### config.mk
export PLATFORM = sky130hd
export DESIGN_NAME = ifetch_stage
export DESIGN_NICKNAME = d
export VERILOG_FILES = /design/src/rtl/ifetch_pkg.sv /design/src/rtl/ifetch_stage_ifid_reg.sv /design/src/rtl/ifetch_stage.sv
export SDC_FILE = /design/constraint.sdc
export NUM_CORES = 1
export LEC_CHECK = 0
export CORE_MARGIN = 2
export CORE_UTILIZATION = 48
export CTS_CLUSTER_DIAMETER = 40
export DETAILED_ROUTE_END_ITERATION = 12
export PLACE_DENSITY_LB_ADDON = 0.12
export SLEW_MARGIN = 20
export SYNTH_ARGS = -nofsm -noshare
export SYNTH_HDL_FRONTEND = slang
export SYNTH_SLANG_ARGS = --single-unit
### constraint.sdc
create_clock -name clk -period 6.6 [get_ports clk]
set_input_delay 0.66 -clock clk [delete_from_list [all_inputs] [get_ports clk]]
set_output_delay 0.66 -clock clk [all_outputs]
set_load 0.02 [all_outputs]
### src/rtl/ifetch_pkg.sv
// ============================================================================
// Module      : ifetch_pkg
// Description : Shared constants and the IF/ID bundle type for the fetch stage.
// Revision    : 1.0 - initial release
// ============================================================================
`default_nettype none

package ifetch_pkg;

    localparam int          PC_W     = 32;
    localparam logic [31:0] PC_INCR  = 32'd4;
    localparam logic [31:0] NOP_WORD = 32'h0000_0000;

    // Contents of the IF/ID pipeline register
    typedef struct packed {
        logic [31:0] instr;
        logic [31:0] pc;
        logic [31:0] pc4;
        logic        valid;
    } ifid_t;

endpackage

`default_nettype wire

### src/rtl/ifetch_stage_ifid_reg.sv
// ============================================================================
// Module      : ifid_reg
// Description : IF/ID pipeline register. Flush inserts a bubble while keeping
//               the pc/pc4 fields; load captures a new fetch; otherwise holds.
// Revision    : 1.0 - initial release
// ============================================================================
`default_nettype none

module ifid_reg
    import ifetch_pkg::*;
#(
    parameter logic [31:0] NOP_INSTR = NOP_WORD
) (
    input  logic  clk,
    input  logic  reset,
    input  logic  load,
    input  logic  flush,
    input  ifid_t data,
    output ifid_t q
);

    // Flush wins over load so a redirect squashes the word being fetched
    always_ff @(posedge clk or posedge reset) begin
        if (reset) begin
            q.instr <= NOP_INSTR;
            q.pc    <= '0;
            q.pc4   <= '0;
            q.valid <= 1'b0;
        end else if (flush) begin
            q.instr <= NOP_INSTR;
            q.valid <= 1'b0;
        end else if (load) begin
            q <= data;
        end
    end

endmodule

`default_nettype wire

### src/rtl/ifetch_stage.sv
// ============================================================================
// Module      : ifetch_stage
// Description : Instruction-fetch front end. Holds the PC, addresses the
//               combinational instruction ROM and fills the IF/ID register.
//               Handles stall and branch/jump redirect.
//               Optional macro IFETCH_ALIGN_CHECK_EN enables the sticky
//               misaligned-redirect flag (misalign_err); otherwise it is 0.
// Revision    : 1.0 - initial release
// ============================================================================
`default_nettype none

module ifetch_stage
    import ifetch_pkg::*;
#(
    parameter logic [31:0] RESET_PC  = 32'h0000_0000,
    parameter logic [31:0] NOP_INSTR = NOP_WORD
) (
    input  logic        clk,
    input  logic        reset,
    output logic [31:0] imem_addr,
    input  logic [31:0] imem_data,
    input  logic        stall,
    input  logic        redirect,
    input  logic [31:0] redirect_pc,
    output logic [31:0] ifid_instr,
    output logic [31:0] ifid_pc,
    output logic [31:0] ifid_pc4,
    output logic        ifid_valid,
    output logic        misalign_err
);

    logic [PC_W-1:0] r_pc;
    ifid_t           w_fetch;
    ifid_t           w_ifid;

    // The ROM address comes straight from the PC flop
    assign imem_addr = r_pc;

    // PC register: redirect beats stall; targets are forced word-aligned
    always_ff @(posedge clk or posedge reset) begin
        if (reset) begin
            r_pc <= {RESET_PC[31:2], 2'b00};
        end else if (redirect) begin
            r_pc <= {redirect_pc[31:2], 2'b00};
        end else if (!stall) begin
            r_pc <= r_pc + PC_INCR;
        end
    end

    // Bundle describing the word returned for the current PC
    always_comb begin
        w_fetch       = '0;
        w_fetch.instr = imem_data;
        w_fetch.pc    = r_pc;
        w_fetch.pc4   = r_pc + PC_INCR;
        w_fetch.valid = 1'b1;
    end

    ifid_reg #(
        .NOP_INSTR (NOP_INSTR)
    ) u_ifid_reg (
        .clk   (clk),
        .reset (reset),
        .load  (!stall),
        .flush (redirect),
        .data  (w_fetch),
        .q     (w_ifid)
    );

    assign ifid_instr = w_ifid.instr;
    assign ifid_pc    = w_ifid.pc;
    assign ifid_pc4   = w_ifid.pc4;
    assign ifid_valid = w_ifid.valid;

`ifdef IFETCH_ALIGN_CHECK_EN
    logic r_misalign;

    // Sticky flag: any accepted redirect with nonzero low bits sets it
    always_ff @(posedge clk or posedge reset) begin
        if (reset) begin
            r_misalign <= 1'b0;
        end else if (redirect && (redirect_pc[1:0] != 2'b00)) begin
            r_misalign <= 1'b1;
        end
    end

    assign misalign_err = r_misalign;
`else
    // Low target bits are only inspected by the alignment checker
    logic unused_redirect_low;
    assign unused_redirect_low = ^redirect_pc[1:0];
    assign misalign_err        = 1'b0;
`endif

endmodule

`default_nettype wire
==> flow_summary.ini, run 1 <==
[run_status]
status = finished, final reports clean

[clock_tree]
clock_latency_ns = 0.41
h-tree-depth = 4
cts.path.max_buffers = 2
cts_tree = yes
hold_buffers = 0
cts_setup_buffers = 0
cts.clk_slew.worst_paths_ns = 0.06
clock-sinks = 123
cts_root_buf = clkbuf_16
cts-resized-gates = 0
cts_buffers = 17

[routing]
drt-total-wl_um = 16200
viasPerCell = 5.37
drt_first_pass_iters = 5
dr.max_layer_used = met4
wl_met1_um = 6800
met2_length_um = 7440
num_vias = 5210
detail-route-antenna-nets = 0
drc = 0
wl_met3_um = 1620
dr.first_iter.drc_count = 363
routedWlPerCell_um = 16.7

[layout]
final_cell_mix = clkdlybuf4s50_1, nand2_1, dfrtp_1
fin_util_pct = 67.0
fin_cells = 970
final_common_cell = clkdlybuf4s50_1
drive_above_1_share_pct = 5.76
layout.nets = 854
syn_to_final_growth_pct = 37.7
diodes = 0

[worst_setup_path]
path_max_fanout = 11
start_kind = register
crit_arrival_ns = 2.99
reg2reg_from = imem_addr[2]$_DFFE_PP0N_
cp.required_ns = 6.93
timing.rr.end = u_ifid_reg.q[27]$_DFFE_PP0P_
path_class = reg2reg
worst-r2r-setup-slack_ns = 3.94
reg2reg_depth = 5
end_kind = register

[sta]
min_period_ns = 2.66
worst_pin_slew_ns = 0.934
rsz0062_at_grt = false
finalCritPeriodShare_pct = 40.3
fin_setup_tns_ns = 0
worst_clock_skew_ns = 0.00538
fmax_mhz = 376
hold_violations = 0
maxSlewViolCount = 0
setup_viol_count_final = 0
relSlewSlack_pct = 37.7

[pwr]
p_per_area_mw_per_mm2 = 288
leakage_nw = 3.54
power_w = 0.00242
peakVddDrop_mv = 0.185

[placement]
finalWeightedCongestion = 0.871
port_buffers = 188
hpwlAfterDp_um = 11200
placed_cells = 938

[logic_synthesis]
ys_seq_area_share_pct = 50.5
synth_warnings = 0
synth_ff_type = dfrtp_1
synth_edf_count = 0
syn_area_mm2 = 0.00609
synth.avg_cell_area_um2 = 9.29
syn_inst = 656
synth_async_sr_flop_share_pct = 100
ys_types = 44
ys_seq_elements = 123

[die]
io_pins = 198
die_x_um = 117
die_area_mm2 = 0.0136
die_y_um = 117
core_mm2 = 0.0125
num_rows = 41
start_util_pct = 48.7

[grt]
grt_pass1_wl_um = 25600
grt.overflow.total = 0
grt_max_degree = 74
grt_util_all_layers_pct = 24.6
antenna_found_initial = 0
grt_pass1_vias = 5008

[hold_path]
min_path_cells = 2
hold_class = reg2reg
min_to = u_ifid_reg.q[43]$_DFFE_PP0P_
holdCritStartpoint = u_ifid_reg.q[43]$_DFFE_PP0P_

[job]
maxCapViolations = 0
[cell usage after synthesis, types with 3 or more instances]
| cell type | n | area share [%] |
|---|---|---|
| nand2_1 | 130 | 8.0 |
| buf_2 | 9 | 0.74 |
| nor3_1 | 4 | 0.33 |
| and4_1 | 6 | 0.86 |
| nor2_1 | 64 | 3.9 |
| nand3_1 | 11 | 0.90 |
| inv_1 | 3 | 0.18 |
| or4b_1 | 3 | 0.49 |
| o21ai_0 | 40 | 3.3 |
| dfrtp_1 | 123 | 51 |
| mux2i_1 | 33 | 5.4 |
| or4_1 | 26 | 3.2 |
| buf_4 | 39 | 4.8 |
| xor2_1 | 12 | 1.7 |
| o31ai_1 | 10 | 1.2 |
| nand4_1 | 16 | 1.6 |
| and2_1 | 4 | 0.41 |
| a31oi_1 | 21 | 2.2 |
| or3_1 | 13 | 1.3 |
| xnor2_1 | 15 | 2.2 |
| a21o_1 | 3 | 0.37 |
| o211ai_1 | 6 | 0.74 |
| clkbuf_1 | 38 | 2.3 |
[logic make-up (layout without fill, tap and decap cells)]
logic type	count (synthesis)	in the layout	synth area share (%)
AOI/OAI and AO/OA	86	86	8.52
xor gates and xnor gates	27	27	3.88
adders and majority gates	1	1	0.205
buffers and inverters	93	229	8.36
DFF	123	123	50.5
muxes	33	33	5.42
other	1	7	0.0615
and+or+nand+nor	292	292	23.1
[metal layers]
layer	vias up	GRT usage, %
met5	-	0
met4	0	9.41
met3	23	9.60
met2	231	37.9
met1	2486	31.4
li1	2470	-
[area by class of cell]
type                            count  area (µm²)
Multi-Input combinational cell    446        2540
Clock inverter                     14         195
Clock buffer                       18         439
Fill cell                        1036        4130
Inverter                            4        17.5
Sequential cell                   123        3080
Timing Repair Buffer              193        1910
Tap cell                          172         215
[state kept, by name (all words and copies together) (netlist names)]
| signal | count |
|---|---|
| u_ifid_reg.q | 93 |
| imem_addr | 30 |
[per-stage QoR]
step | hold slack (ns) | instance area, µm² | worst slack, ns
after floorplan | 0.501 | 6120 | 2.67
after global placement | 0.458 | 7760 | 3.79
after detailed placement | 0.463 | 7760 | 3.75
after CTS | 0.476 | 8390 | 3.94
after global routing | 0.492 | 8390 | 3.84
final | 0.470 | 8390 | 3.94
[worst max-delay path by stage]
stage	startpoint	end	slack (ns)	cells past startpoint
after detailed placement	stall	imem_addr[28]$_DFFE_PP0N_	3.75	6
after CTS	imem_addr[2]$_DFFE_PP0N_	u_ifid_reg.q[27]$_DFFE_PP0P_	3.94	5
final	imem_addr[2]$_DFFE_PP0N_	u_ifid_reg.q[27]$_DFFE_PP0P_	3.94	5
after global placement	stall	imem_addr[30]$_DFFE_PP0N_	3.79	6
after global routing	imem_addr[2]$_DFFE_PP0N_	u_ifid_reg.q[27]$_DFFE_PP0P_	3.84	5
after floorplan	reset	imem_addr[10]$_DFFE_PP0N_	2.67	1
[critical path, cell delays in order, from the launching register on]
cell and delay (ns):
dfrtp_1 0.57, ha_1 0.33, nand3_2 0.24, or3_1 0.65
or4_1 0.57, a31oi_1 0.19
[where the power goes]
part	internal, W	leakage [nW]	switching [W]
clock network	0.000642	0.299	0.000351
registers	0.000839	1.52	0.0000874
logic	0.000239	1.72	0.000258
(Power assumes the default switching activity.)
==> run 2: changes to the inputs <==
--- a/config.mk
+++ b/config.mk
@@ -6,7 +6,7 @@
 export NUM_CORES = 1
 export LEC_CHECK = 0
 export CORE_MARGIN = 2
-export CORE_UTILIZATION = 48
+export CORE_UTILIZATION = 42
 export CTS_CLUSTER_DIAMETER = 40
 export DETAILED_ROUTE_END_ITERATION = 12
 export PLACE_DENSITY_LB_ADDON = 0.12
==> constraint.sdc (replaced) <==
create_clock -name clk -period 2.2 [get_ports clk]
set_input_delay 0.22 -clock clk [delete_from_list [all_inputs] [get_ports clk]]
set_output_delay 0.22 -clock clk [all_outputs]
set_load 0.02 [all_outputs]
==> flow_summary.ini, run 2 (same netlist as run 1, synthesis figures left out) <==
[run_status]
status = finished, final reports clean

[clock_tree]
cts_tree = yes
cts_root_buf = clkbuf_16
cts.path.max_buffers = 2
clock_latency_ns = 0.41
clock-sinks = 123
cts_setup_buffers = 0
h-tree-depth = 4
cts.clk_slew.worst_paths_ns = 0.05
cts_buffers = 17

[die]
die_x_um = 124
start_util_pct = 42.4
die_area_mm2 = 0.0155
core_mm2 = 0.0144
die_y_um = 124
io_pins = 198
num_rows = 44

[sta]
timing.final.ws_setup_ns = 0.101
worst_clock_skew_ns = 0.00470
worst_pin_slew_ns = 0.672
hold_violations = 0
fin_setup_tns_ns = 0
setup_viol_count_final = 0
relSlewSlack_pct = 55.2
min_period_ns = 2.10
maxSlewViolCount = 0
finalCritPeriodShare_pct = 95.4
rsz0062_at_grt = false
fmax_mhz = 476

[placement]
hpwlAfterDp_um = 12300
place_area_mm2 = 0.00807
dp_slack_ns = 0.00230
finalWeightedCongestion = 0.879
port_buffers = 188

[pwr]
pwr-share-seq_pct = 39.3
p_comb_share_pct = 23.6
clkPwrFrac_pct = 37.0
p_int_w = 0.00496
p_per_area_mw_per_mm2 = 805
p_switching_w = 0.00197
power_w = 0.00693
leakage_nw = 3.68
peakVddDrop_mv = 0.554
swShare_pct = 28.5

[layout]
final_cell_mix = clkdlybuf4s50_1, nand2_1, dfrtp_1
syn_to_final_growth_pct = 41.3
layout.nets = 890
final_common_cell = clkdlybuf4s50_1
fill_cells = 1233
final_area_mm2 = 0.00861
regMostFlops = u_ifid_reg.q
largest_register_ffs = 93
fin_util_pct = 59.9
diodes = 0
drive_above_1_share_pct = 9.03

[worst_setup_path]
start_kind = register
worst-r2r-setup-slack_ns = 0.10
crit_arrival_ns = 2.43
reg2reg_from = imem_addr[3]$_DFFE_PP0N_
cp-endpoint = u_ifid_reg.q[23]$_DFFE_PP0P_
startpoint = imem_addr[3]$_DFFE_PP0N_
path_class = reg2reg
cp.required_ns = 2.53
timing.rr.end = u_ifid_reg.q[23]$_DFFE_PP0P_
path_max_fanout = 5
reg2reg_depth = 5
end_kind = register

[routing]
viasPerCell = 5.16
num_vias = 5234
detail-route-antenna-nets = 0
drt-total-wl_um = 16900
drc = 0
dr.first_iter.drc_count = 342
routedWlPerCell_um = 16.7
drt_first_pass_iters = 4

[hold_path]
hold_class = in2reg

[grt]
grt.overflow.total = 0
grt_util_all_layers_pct = 22.3
grt_max_degree = 124
grt_pass1_wl_um = 27900
antenna_found_initial = 0
grt_pass1_vias = 5395

[job]
maxCapViolations = 0
[run 2: per-stage QoR]
step           cells  hold slack, ns
2_1_floorplan    662           0.340
3_3_place_gp     986           0.458
3_5_place_dp     986           0.464
4_1_cts         1015           0.230
5_1_grt         1015           0.258
6_report        1015           0.251
[run 2: power groups by stage]
stage               logic, W  clock network, W  registers [W]
floorplan           0.000663                 0        0.00295
global placement     0.00163                 0        0.00275
detailed placement   0.00165                 0        0.00276
CTS                  0.00166           0.00262        0.00273
global route         0.00176           0.00272        0.00276
finish               0.00164           0.00257        0.00273
[run 2: final cells by class]
class                      instances  area [µm²]  share of cell area, %
clock inverter                     2        35.0                  0.407
inverter                           4        18.8                  0.218
clock buffer                      27         503                   5.84
sequential                       123        3080                   35.8
timing repair buffer             229        2200                   25.6
tap                              184         230                   2.67
multi-input combinational        446        2540                   29.5
[run 2: layer usage]
metal	vias to the layer above	part of all wire [%]	GRT usage, %
li1	2527	-	-
met1	2534	42	26.9
met5	-	0	0
met2	159	50	38.1
met4	0	1.3	6.08
met3	14	6.7	7.60
[run 2: worst min path at each step]
| stage | start | endpoint | depth (start not counted) |
|---|---|---|---|
| 2_1_floorplan | redirect_pc[13] | imem_addr[13]$_DFFE_PP0N_ | 2 |
| 3_3_place_gp | u_ifid_reg.q[55]$_DFFE_PP0P_ | u_ifid_reg.q[55]$_DFFE_PP0P_ | 2 |
| 3_5_place_dp | u_ifid_reg.q[64]$_DFFE_PP0P_ | u_ifid_reg.q[64]$_DFFE_PP0P_ | 2 |
| 4_1_cts | stall | imem_addr[22]$_DFFE_PP0N_ | 3 |
| 5_1_grt | stall | imem_addr[22]$_DFFE_PP0N_ | 3 |
| 6_report | stall | imem_addr[22]$_DFFE_PP0N_ | 3 |
[run 2: timing repair]
| action | 4_1_cts | 5_1_grt |
|---|---|---|
| gates resized for setup | 1 | 1 |
| hold buffers | 0 | 0 |
| endpoints found under the setup margin | 1 | 1 |
[run 2: critical path, cell delays in order, from the launching register on]
cell and delay (ns):
dfrtp_1 0.45, ha_1 0.22, nand3_2 0.14, or4b_1 0.57, or4_1 0.52, o211ai_1 0.11
